### config.mk
export PLATFORM = sky130hd
export DESIGN_NAME = uart_tx_arbiter
export DESIGN_NICKNAME = d
export VERILOG_FILES = /design/src/rtl/uart_pkg.sv /design/src/rtl/uart_rr_pick.sv /design/src/rtl/uart_tx_arbiter.sv
export SDC_FILE = /design/constraint.sdc
export NUM_CORES = 1
export LEC_CHECK = 0
export ABC_AREA = 1
export CAP_MARGIN = 40
export CORE_ASPECT_RATIO = 1.2
export CORE_MARGIN = 2
export CORE_UTILIZATION = 49
export CTS_CLUSTER_SIZE = 25
export DETAILED_ROUTE_END_ITERATION = 16
export HOLD_SLACK_MARGIN = 0.08
export PLACE_DENSITY_LB_ADDON = 0.15
export SKIP_LAST_GASP = 1
export SLEW_MARGIN = 5
export SYNTH_ARGS = -nofsm -noshare
export SYNTH_HDL_FRONTEND = slang
export SYNTH_HIERARCHICAL = 1
export SYNTH_SLANG_ARGS = --single-unit
### constraint.sdc
create_clock -name clk -period 3.5 [get_ports clk]
set_input_delay 0.7 -clock clk [delete_from_list [all_inputs] [get_ports clk]]
set_output_delay 0.7 -clock clk [all_outputs]
set_load 0.1 [all_outputs]
### src/rtl/uart_pkg.sv
// Shared definitions for the UART transmit arbiter: FSM encoding, default byte
// width and the cyclic index helper used by the round-robin picker.
package uart_pkg;

   localparam int DBIT_DEFAULT = 8;

   typedef enum logic [1:0] {
      IDLE  = 2'd0,
      START = 2'd1,
      WAIT  = 2'd2,
      HOLD  = 2'd3
   } arb_state_t;

   // Next index on a ring of n requesters.
   function automatic int cyc_next(input int idx, input int n);
      if (idx >= n - 32'sd1) begin
         return 32'sd0;
      end else begin
         return idx + 32'sd1;
      end
   endfunction

endpackage

### src/rtl/uart_rr_pick.sv
// Combinational round-robin picker: the first requester with req high, searching
// cyclically from the slot just after rr_ptr.
module uart_rr_pick import uart_pkg::*; #(
   parameter int NREQ = 4,
   parameter int IW   = $clog2(NREQ)
) (
   input  logic [NREQ-1:0] req,
   input  logic [IW-1:0]   rr_ptr,
   output logic            grant_valid,
   output logic [IW-1:0]   grant
);

   // Walk the ring once; only the first hit is kept.
   always_comb begin
      logic [IW-1:0] cand;
      logic          hit;
      grant_valid = 1'b0;
      grant       = {IW{1'b0}};
      cand        = rr_ptr;
      hit         = 1'b0;
      for (int k = 0; k < NREQ; k++) begin
         cand        = IW'(cyc_next(int'(cand), NREQ));
         hit         = !grant_valid && req[cand];
         grant       = hit ? cand : grant;
         grant_valid = grant_valid | hit;
      end
   end

endmodule

### src/rtl/uart_tx_arbiter.sv
// Packet-granular round-robin arbiter sharing one uart_tx among NREQ requesters;
// the owner keeps the transmitter until its last byte completes or the hold times out.
module uart_tx_arbiter import uart_pkg::*; #(
   parameter int NREQ         = 4,
   parameter int DBIT         = DBIT_DEFAULT,
   parameter int HOLD_TIMEOUT = 1023
) (
   input  logic                     clk,
   input  logic                     reset,
   input  logic [NREQ-1:0]          req,
   input  logic [NREQ-1:0]          last,
   input  logic [NREQ*DBIT-1:0]     din,
   output logic [NREQ-1:0]          ack,
   output logic                     tx_start,
   output logic [DBIT-1:0]          tx_din,
   input  logic                     tx_done_tick,
   output logic                     busy,
   output logic [$clog2(NREQ)-1:0]  owner,
   output logic                     abort
);

   localparam int IW = $clog2(NREQ);
   localparam int CW = (HOLD_TIMEOUT < 2) ? 1 : $clog2(HOLD_TIMEOUT + 1);

   arb_state_t      state_r, next_state_s;
   logic [IW-1:0]   rr_ptr_r, owner_r, grant_s;
   logic            grant_valid_s;
   logic [DBIT-1:0] tx_din_r;
   logic            last_r, abort_r;
   logic [CW-1:0]   hold_cnt_r, hold_cnt_inc_s;
   logic            timeout_s;
   logic [NREQ-1:0] ack_s;

   uart_rr_pick #(.NREQ(NREQ), .IW(IW)) u_pick (
      .req         (req),
      .rr_ptr      (rr_ptr_r),
      .grant_valid (grant_valid_s),
      .grant       (grant_s)
   );

   assign hold_cnt_inc_s = hold_cnt_r + CW'(1'b1);
   assign timeout_s      = (HOLD_TIMEOUT != 32'sd0) && (hold_cnt_inc_s == CW'(HOLD_TIMEOUT));

   // State register.
   always_ff @(posedge clk or posedge reset) begin
      if (reset) begin
         state_r <= IDLE;
      end else begin
         state_r <= next_state_s;
      end
   end

   // Next-state logic.
   always_comb begin
      next_state_s = state_r;
      case (state_r)
         IDLE:    next_state_s = grant_valid_s ? START : IDLE;
         START:   next_state_s = WAIT;
         WAIT: begin
            if (tx_done_tick) begin
               next_state_s = last_r ? IDLE : HOLD;
            end else begin
               next_state_s = WAIT;
            end
         end
         HOLD: begin
            if (req[owner_r]) begin
               next_state_s = START;
            end else if (timeout_s) begin
               next_state_s = IDLE;
            end else begin
               next_state_s = HOLD;
            end
         end
         default: next_state_s = IDLE;
      endcase
   end

   // Ready decode: the picker winner in IDLE, only the lock owner in HOLD.
   always_comb begin
      ack_s = {NREQ{1'b0}};
      case (state_r)
         IDLE: begin
            if (grant_valid_s) begin
               ack_s[grant_s] = 1'b1;
            end else begin
               ack_s = {NREQ{1'b0}};
            end
         end
         HOLD:    ack_s[owner_r] = req[owner_r];
         default: ack_s = {NREQ{1'b0}};
      endcase
   end

   // Byte, ownership, round-robin pointer and hold-timeout bookkeeping.
   always_ff @(posedge clk or posedge reset) begin
      if (reset) begin
         tx_din_r   <= {DBIT{1'b0}};
         last_r     <= 1'b0;
         owner_r    <= {IW{1'b0}};
         rr_ptr_r   <= IW'(NREQ - 1);
         hold_cnt_r <= {CW{1'b0}};
         abort_r    <= 1'b0;
      end else begin
         abort_r <= 1'b0;
         case (state_r)
            IDLE: begin
               if (grant_valid_s) begin
                  tx_din_r <= din[int'(grant_s)*DBIT +: DBIT];
                  last_r   <= last[grant_s];
                  owner_r  <= grant_s;
               end
            end
            WAIT: begin
               if (tx_done_tick) begin
                  if (last_r) begin
                     rr_ptr_r <= owner_r;
                  end else begin
                     hold_cnt_r <= {CW{1'b0}};
                  end
               end
            end
            HOLD: begin
               if (req[owner_r]) begin
                  tx_din_r <= din[int'(owner_r)*DBIT +: DBIT];
                  last_r   <= last[owner_r];
               end else if (timeout_s) begin
                  abort_r  <= 1'b1;
                  rr_ptr_r <= owner_r;
               end else begin
                  hold_cnt_r <= hold_cnt_inc_s;
               end
            end
            default: begin
               abort_r <= 1'b0;
            end
         endcase
      end
   end

   assign ack      = reset ? {NREQ{1'b0}} : ack_s;
   assign tx_start = (state_r == START);
   assign busy     = (state_r != IDLE);
   assign tx_din   = tx_din_r;
   assign owner    = owner_r;
   assign abort    = abort_r;

endmodule

== After elaboration in Yosys (flattened, before gate mapping) ==
Index checks and enable logic that the tools add are counted.
Word-level totals
  flip-flop bits (word level): 26
  input bits: 43
  word-level logic and storage cells: 112
Cells by class
  add/sub/neg operators: 5
  $lt $le $gt $ge: 12
  eq/ne operators: 12
  shift operators: 2
  mux-type cells: 54
  bitwise logic cells: 4
  reductions and logical operators: 16
Operator list (number)
  $shiftx A32 B6 Y8: 2
  $mux W10: 4
  $mux W2: 16
  $pmux W10 S2: 1
  $lt A2 B3 Y1 const B: 6
  $mux W8: 2
  $ne A2 B2 Y1 const B: 8
  $pmux W8 S2: 1
  $mux W1: 15
  $bmux W1 S2: 7
  $add A10 B1 Y10 const B: 1
  $eq A10 B10 Y1 const B: 1
  $reduce_and A5 Y1: 2
  $add A2 B1 Y2 const B: 4
  $ge A2 B2 Y1 const B: 4
  $mux W4: 2
  $pmux W2 S4: 1
  $pmux W4 S2: 1
  $reduce_bool A2 Y1: 3
  $logic_and A1 B1 Y1: 5
  $and A4 B4 Y4: 1
  $demux W1 S2: 2
  $eq A2 B2 Y1 const B: 2
  $ge A2 B1 Y1 const B: 2
  8 further kinds: 12

== Longest topological paths before layout ==
  word-level depth: 21
  depth in mapped cells: 20
  gate-level depth less buffers: 18

== Hierarchy ==
The synthesis kept the hierarchy.
Modules (own cells, without submodules)
  uart_tx_arbiter: instances 1, cells each 282, area an instance 1905.6 um^2, seq. area each 653.1 um^2
  uart_rr_pick: instances 1, cells each 72, area an instance 352.8 um^2, seq. area each 0.0 um^2

== Worst setup path before layout ==
OpenSTA, ideal clock, no wires.
  path type: register -> output
  start: reg rr_ptr_r[0]
  end: out ack[0]
  arrival: 3.268 ns
  path slack: -0.468 ns
  cell stages (with the launch flop): 15
  buffers on the path: 1
  cell sequence: dfstp_2 -> ha_1 -> inv_1 -> nand2_2 -> buf_6 -> nand2_1 -> nand3_1 -> nand2_1 -> nand3_1 -> nor2_1 -> nor2_1 -> nand2_1 -> nor2_1 -> nand2_1 -> a21oi_1
On the way
  longest elaborated chain between the ends: 21
  elaborated cells on any way between the ends: 41
  classes of those cells: 4 x add/sub; 6 x order compare; 21 x mux; 3 x bitwise; 7 x reduce/logical
Ends and longest elaborated chain
  start, declared: RTL line uart_tx_arbiter.sv:26  | logic [IW-1:0] rr_ptr_r, owner_r, grant_s;
  start signal, assigned: RTL line uart_tx_arbiter.sv:101  | rr_ptr_r <= IW'(NREQ - 1);
  start signal, assigned: RTL line uart_tx_arbiter.sv:117  | rr_ptr_r <= owner_r;
  start signal, assigned: RTL line uart_tx_arbiter.sv:129  | rr_ptr_r <= owner_r;
  $add A2 B1 Y2 or $ge A2 B2 Y1 (tied branches): RTL line uart_pkg.sv:19, uart_pkg.sv:16
  $mux W2 (*): RTL line uart_pkg.sv:16  | if (idx >= n - 32'sd1) begin
  parallel branches: the longest is 11 deep, another holds $add A2 B1 Y2
  $mux W2 (*): RTL line uart_rr_pick.sv:24  | grant = hit ? cand : grant;
  net grant_s[0]: RTL line uart_tx_arbiter.sv:26
  $lt A2 B3 Y1 (implied by the code) or $ge A2 B1 Y1 (tied branches): RTL line uart_tx_arbiter.sv:85  | ack_s[grant_s] = 1'b1;
  $logic_and A1 B1 Y1 (implied by the code): RTL line uart_tx_arbiter.sv:85
  $mux W1 (implied by the code): RTL line uart_tx_arbiter.sv:85
  $demux W1 S2 (*): RTL line uart_tx_arbiter.sv:85
  $mux W4 (*): RTL line uart_tx_arbiter.sv:84  | if (grant_valid_s) begin
  $pmux W4 S2 (*): RTL line uart_tx_arbiter.sv:82  | case (state_r)
  $mux W4 (*): RTL line uart_tx_arbiter.sv:141  | assign ack = reset ? {NREQ{1'b0}} : ack_s;
  end, declared: RTL line uart_tx_arbiter.sv:13  | output logic [NREQ-1:0] ack,
Mark *: on every way through the listed nets, which the timed path passes. The select of a mux whose other input is x is not followed.

== Final worst setup path ==
  start: in req[3]
  end: out ack[0]
On the way
  elaborated cells on any way between the ends: 32
  classes of those cells: 2 x order compare; 19 x mux; 4 x bitwise; 7 x reduce/logical
RTL lines
  start, declared: RTL line uart_tx_arbiter.sv:10  | input logic [NREQ-1:0] req,
  $bmux W1 S2: RTL line uart_rr_pick.sv:23  | hit = !grant_valid && req[cand];
  $mux W1 (implied by the code): RTL line uart_rr_pick.sv:23
  $logic_not A1 Y1: RTL line uart_rr_pick.sv:23
  $logic_and A1 B1 Y1: RTL line uart_rr_pick.sv:23
  $or A1 B1 Y1: RTL line uart_rr_pick.sv:25  | grant_valid = grant_valid | hit;
  $logic_not A1 Y1: RTL line uart_rr_pick.sv:23
  $logic_and A1 B1 Y1: RTL line uart_rr_pick.sv:23
  $or A1 B1 Y1: RTL line uart_rr_pick.sv:25
  $logic_not A1 Y1: RTL line uart_rr_pick.sv:23
  $logic_and A1 B1 Y1: RTL line uart_rr_pick.sv:23
  $or A1 B1 Y1 (*): RTL line uart_rr_pick.sv:25
  net grant_valid_s: RTL line uart_tx_arbiter.sv:27  | logic grant_valid_s;
  $mux W4 (*): RTL line uart_tx_arbiter.sv:84
  $pmux W4 S2 (*): RTL line uart_tx_arbiter.sv:82
  $mux W4 (*): RTL line uart_tx_arbiter.sv:141
Mark *: on every way through the listed nets, which the timed path passes. The rest lies on a longest branch. The select of a mux whose other input is x is not followed.

==> impl_metrics.yaml <==
floorplanning:
  rows: 27
  core_region_area_um2: 4530
  start_util: 0.499
  die_w_um: 66.0
  io_pins: 60
  die_h_um: 78.4
  dieArea_um2: 5170
logic_synthesis:
  yosysUniqueCellTypes: 33
  yosysTopAreaCellShare: 0.266
  syn_area_um2: 2260
  ys_seq_area_frac: 0.289
  synth_fp_nets: 404
  syn_area_per_cell_um2: 6.38
  synth_adder_area_share: 0.0388
  synthSimpleGateAreaFrac: 0.448
  yosys-top-cells-count: "nand2_1 (120), nor2_1 (46), inv_1 (29)"
  yosysWarnings: 6
  synth_cells: 354
  ys_ff_latch: 26
  ys_top_cells_by_area: "dfrtp_1 (27%), nand2_1 (20%), nor2_1 (7.6%)"
  synth_ff_type: "dfrtp_1"
  ys_async_sr_fraction: 1.00
  synth_top_family_by_area: "simple AND/OR/NAND/NOR gates"
  yosysTopAreaCell: "dfrtp_1"
  yosysMostFrequentCell: "nand2_1"
  synthMuxAreaShare: 0
  synth_xor_xnor_area_share: 0.00776
  synth-edff-count: 0
  synth_compound_area_frac: 0.123
worst_hold_path:
  whs_path_depth: 2
  min_path_type: "reg -> reg"
  min_from: "rr_ptr_r[1]"
  holdPathEnd: "rr_ptr_r[1]"
detailed_routing:
  wl_mm: 5.86
  vias_per_cell: 5.23
  drtIter0Drc: 85
  postRouteAntennaNets: 0
  dr.pass1.iters: 4
  vias: 2506
  drc_errors: 0
  wire_per_inst_um: 12.2
global_routing:
  grt_first_pass_wirelength_mm: 10.1
  grt-ovfl-total: 0
  grt_usage: 0.242
  first_global_vias: 2436
  grt_max_degree: 20
  antenna_found_initial: 0
placement:
  place_hpwl_mm: 4.63
  dp_cells: 471
  port_buffers: 59
  globalplace.congestion: 0.835
  dpl-instance-area_um2: 3090
timing:
  hold_viol: 0
  whs_ps: 475
  relSlewSlack: 0.596
  finalClockSkew_ps: 12.9
  max_freq_mhz: 300
  drv_slew: 0
  finalCritPeriodShare: 0.952
  finalSetupViolCount: 0
  tightest_slew_ps: 606
  fin_crit_ps: 3330
clock_network:
  hold_buffers: 0
  path_clk_slew_ps: 90
  h-tree-depth: 1
  cts_num_sinks: 26
  clkLatencyLatePin_ps: 280
  cts_buffers: 3
  cts_tree: "done"
  root_buffer: "clkbuf_8"
  clk_path_buf_depth: 2
setup_path:
  critPathLaunchType: "input port"
  slowest_delay_ps: 520
  ff2ff_setup_slack_ps: 510
  end_kind: "output pin"
  r2r_start: "rr_ptr_r[0]"
  startpoint: "req[3]"
  reg2regPathDepth: 18
  cp_cell_sequence: "clkdlybuf4s50_1, inv_1, nand2_2, nand2_2, nor2_1, inv_1, o21ai_0, inv_1, nand2_1, nand2_1, nor2_2, nand2_1, a21oi_2, buf_12"
  reg2reg_to: "tx_din[3]"
  path_class: "in -> out"
  slowest_stage: "clkdlybuf4s50_1"
  cp_max_fo: 7
  cp.arrival_ps: 2630
  worstPathRequired_ps: 2800
final_layout:
  area_growth_pct: 42.2
  finalCoreUtilization: 0.710
  finalNonFillerCells: 479
  layout-drive-gt1-share: 0.178
  fin_area_um2: 3210
  nNetsFinal: 472
  antenna_cells: 0
outcome:
  status: "completed"
run:
  maxCapViolCount: 0
## cell type report
type | count | area, um2
multi-input combinational | 282 | 1430
timing repair buffer | 74 | 858
inverter | 35 | 131
tap | 58 | 72.6
sequential | 26 | 653
fill | 382 | 1320
clock buffer | 3 | 41.3
clock inverter | 1 | 30.0
## layout by cell type, fill, tap and decap left out, types with 3 or more instances in the layout
cell type        instances
nand3_2                  3
inv_1                   28
nor2_2                   4
o21ai_0                 11
o21ai_1                 16
or2_2                    3
nor2_4                   5
buf_4                    9
o32ai_1                  8
a21oi_1                  5
clkbuf_8                 3
buf_8                    6
nand3_1                 26
buf_16                   4
dfrtp_1                 24
clkdlybuf4s50_1         51
nand2_4                  3
nand2_2                 14
buf_12                   4
nand2_1                119
ha_1                     6
inv_2                    7
nor2_1                  44
a21oi_2                  5
## worst max-delay path by stage
stage               cells after the start  slack, ps      to
global route                           14        -10  ack[0]
finish                                 14        170  ack[0]
CTS                                    14         40  ack[0]
global placement                       14        170  ack[0]
floorplan                              14        140  ack[0]
detailed placement                     14        120  ack[0]
## sequential cells by signal, indices dropped and copies added (netlist names)
signal / cells
state_r: 2
owner: 2
rr_ptr_r: 2
tx_din: 8
hold_cnt_r: 10
last_r: 1
abort: 1
## repair_timing
item	CTS	global route
endpoints found under the setup margin	0	4
resized for setup	0	6
buffers inserted	0	4
hold endpoints to repair	0	0
## layer usage
layer,track usage,share of wire,up-vias
met5,0,0,-
met4,0.0653,0.019,0
met3,0.0358,0.052,12
met2,0.458,0.52,86
met1,0.278,0.41,1146
li1,-,-,1262
## metrics by stage
| step | setup slack, ps | setup TNS (ps) |
|---|---|---|
| final | 170 | 0 |
| after global routing | -12.7 | -22.1 |
| after CTS | 41.5 | 0 |
| after detailed placement | 116 | 0 |
| after global placement | 166 | 0 |
| after floorplan | 140 | 0 |
## worst max-delay path, delay by kind of cell
family | cells | cell delay (ps)
AND/OR/NAND/NOR | 7 | 730
AO/OA/AOI/OAI | 2 | 290
buffers and inverters | 5 | 910
## kinds of logic after synthesis
logic type                 after synthesis
AOI/OAI and AO/OA                       47
xor gates and xnor gates                 2
adders and majority gates                7
buffers and inverters                   46
DFF                                     26
and+or+nand+nor                        226
Power is left out: the tool's default activity adds up to more than one toggle a clock period on the data nets, which glitch-free logic cannot reach.
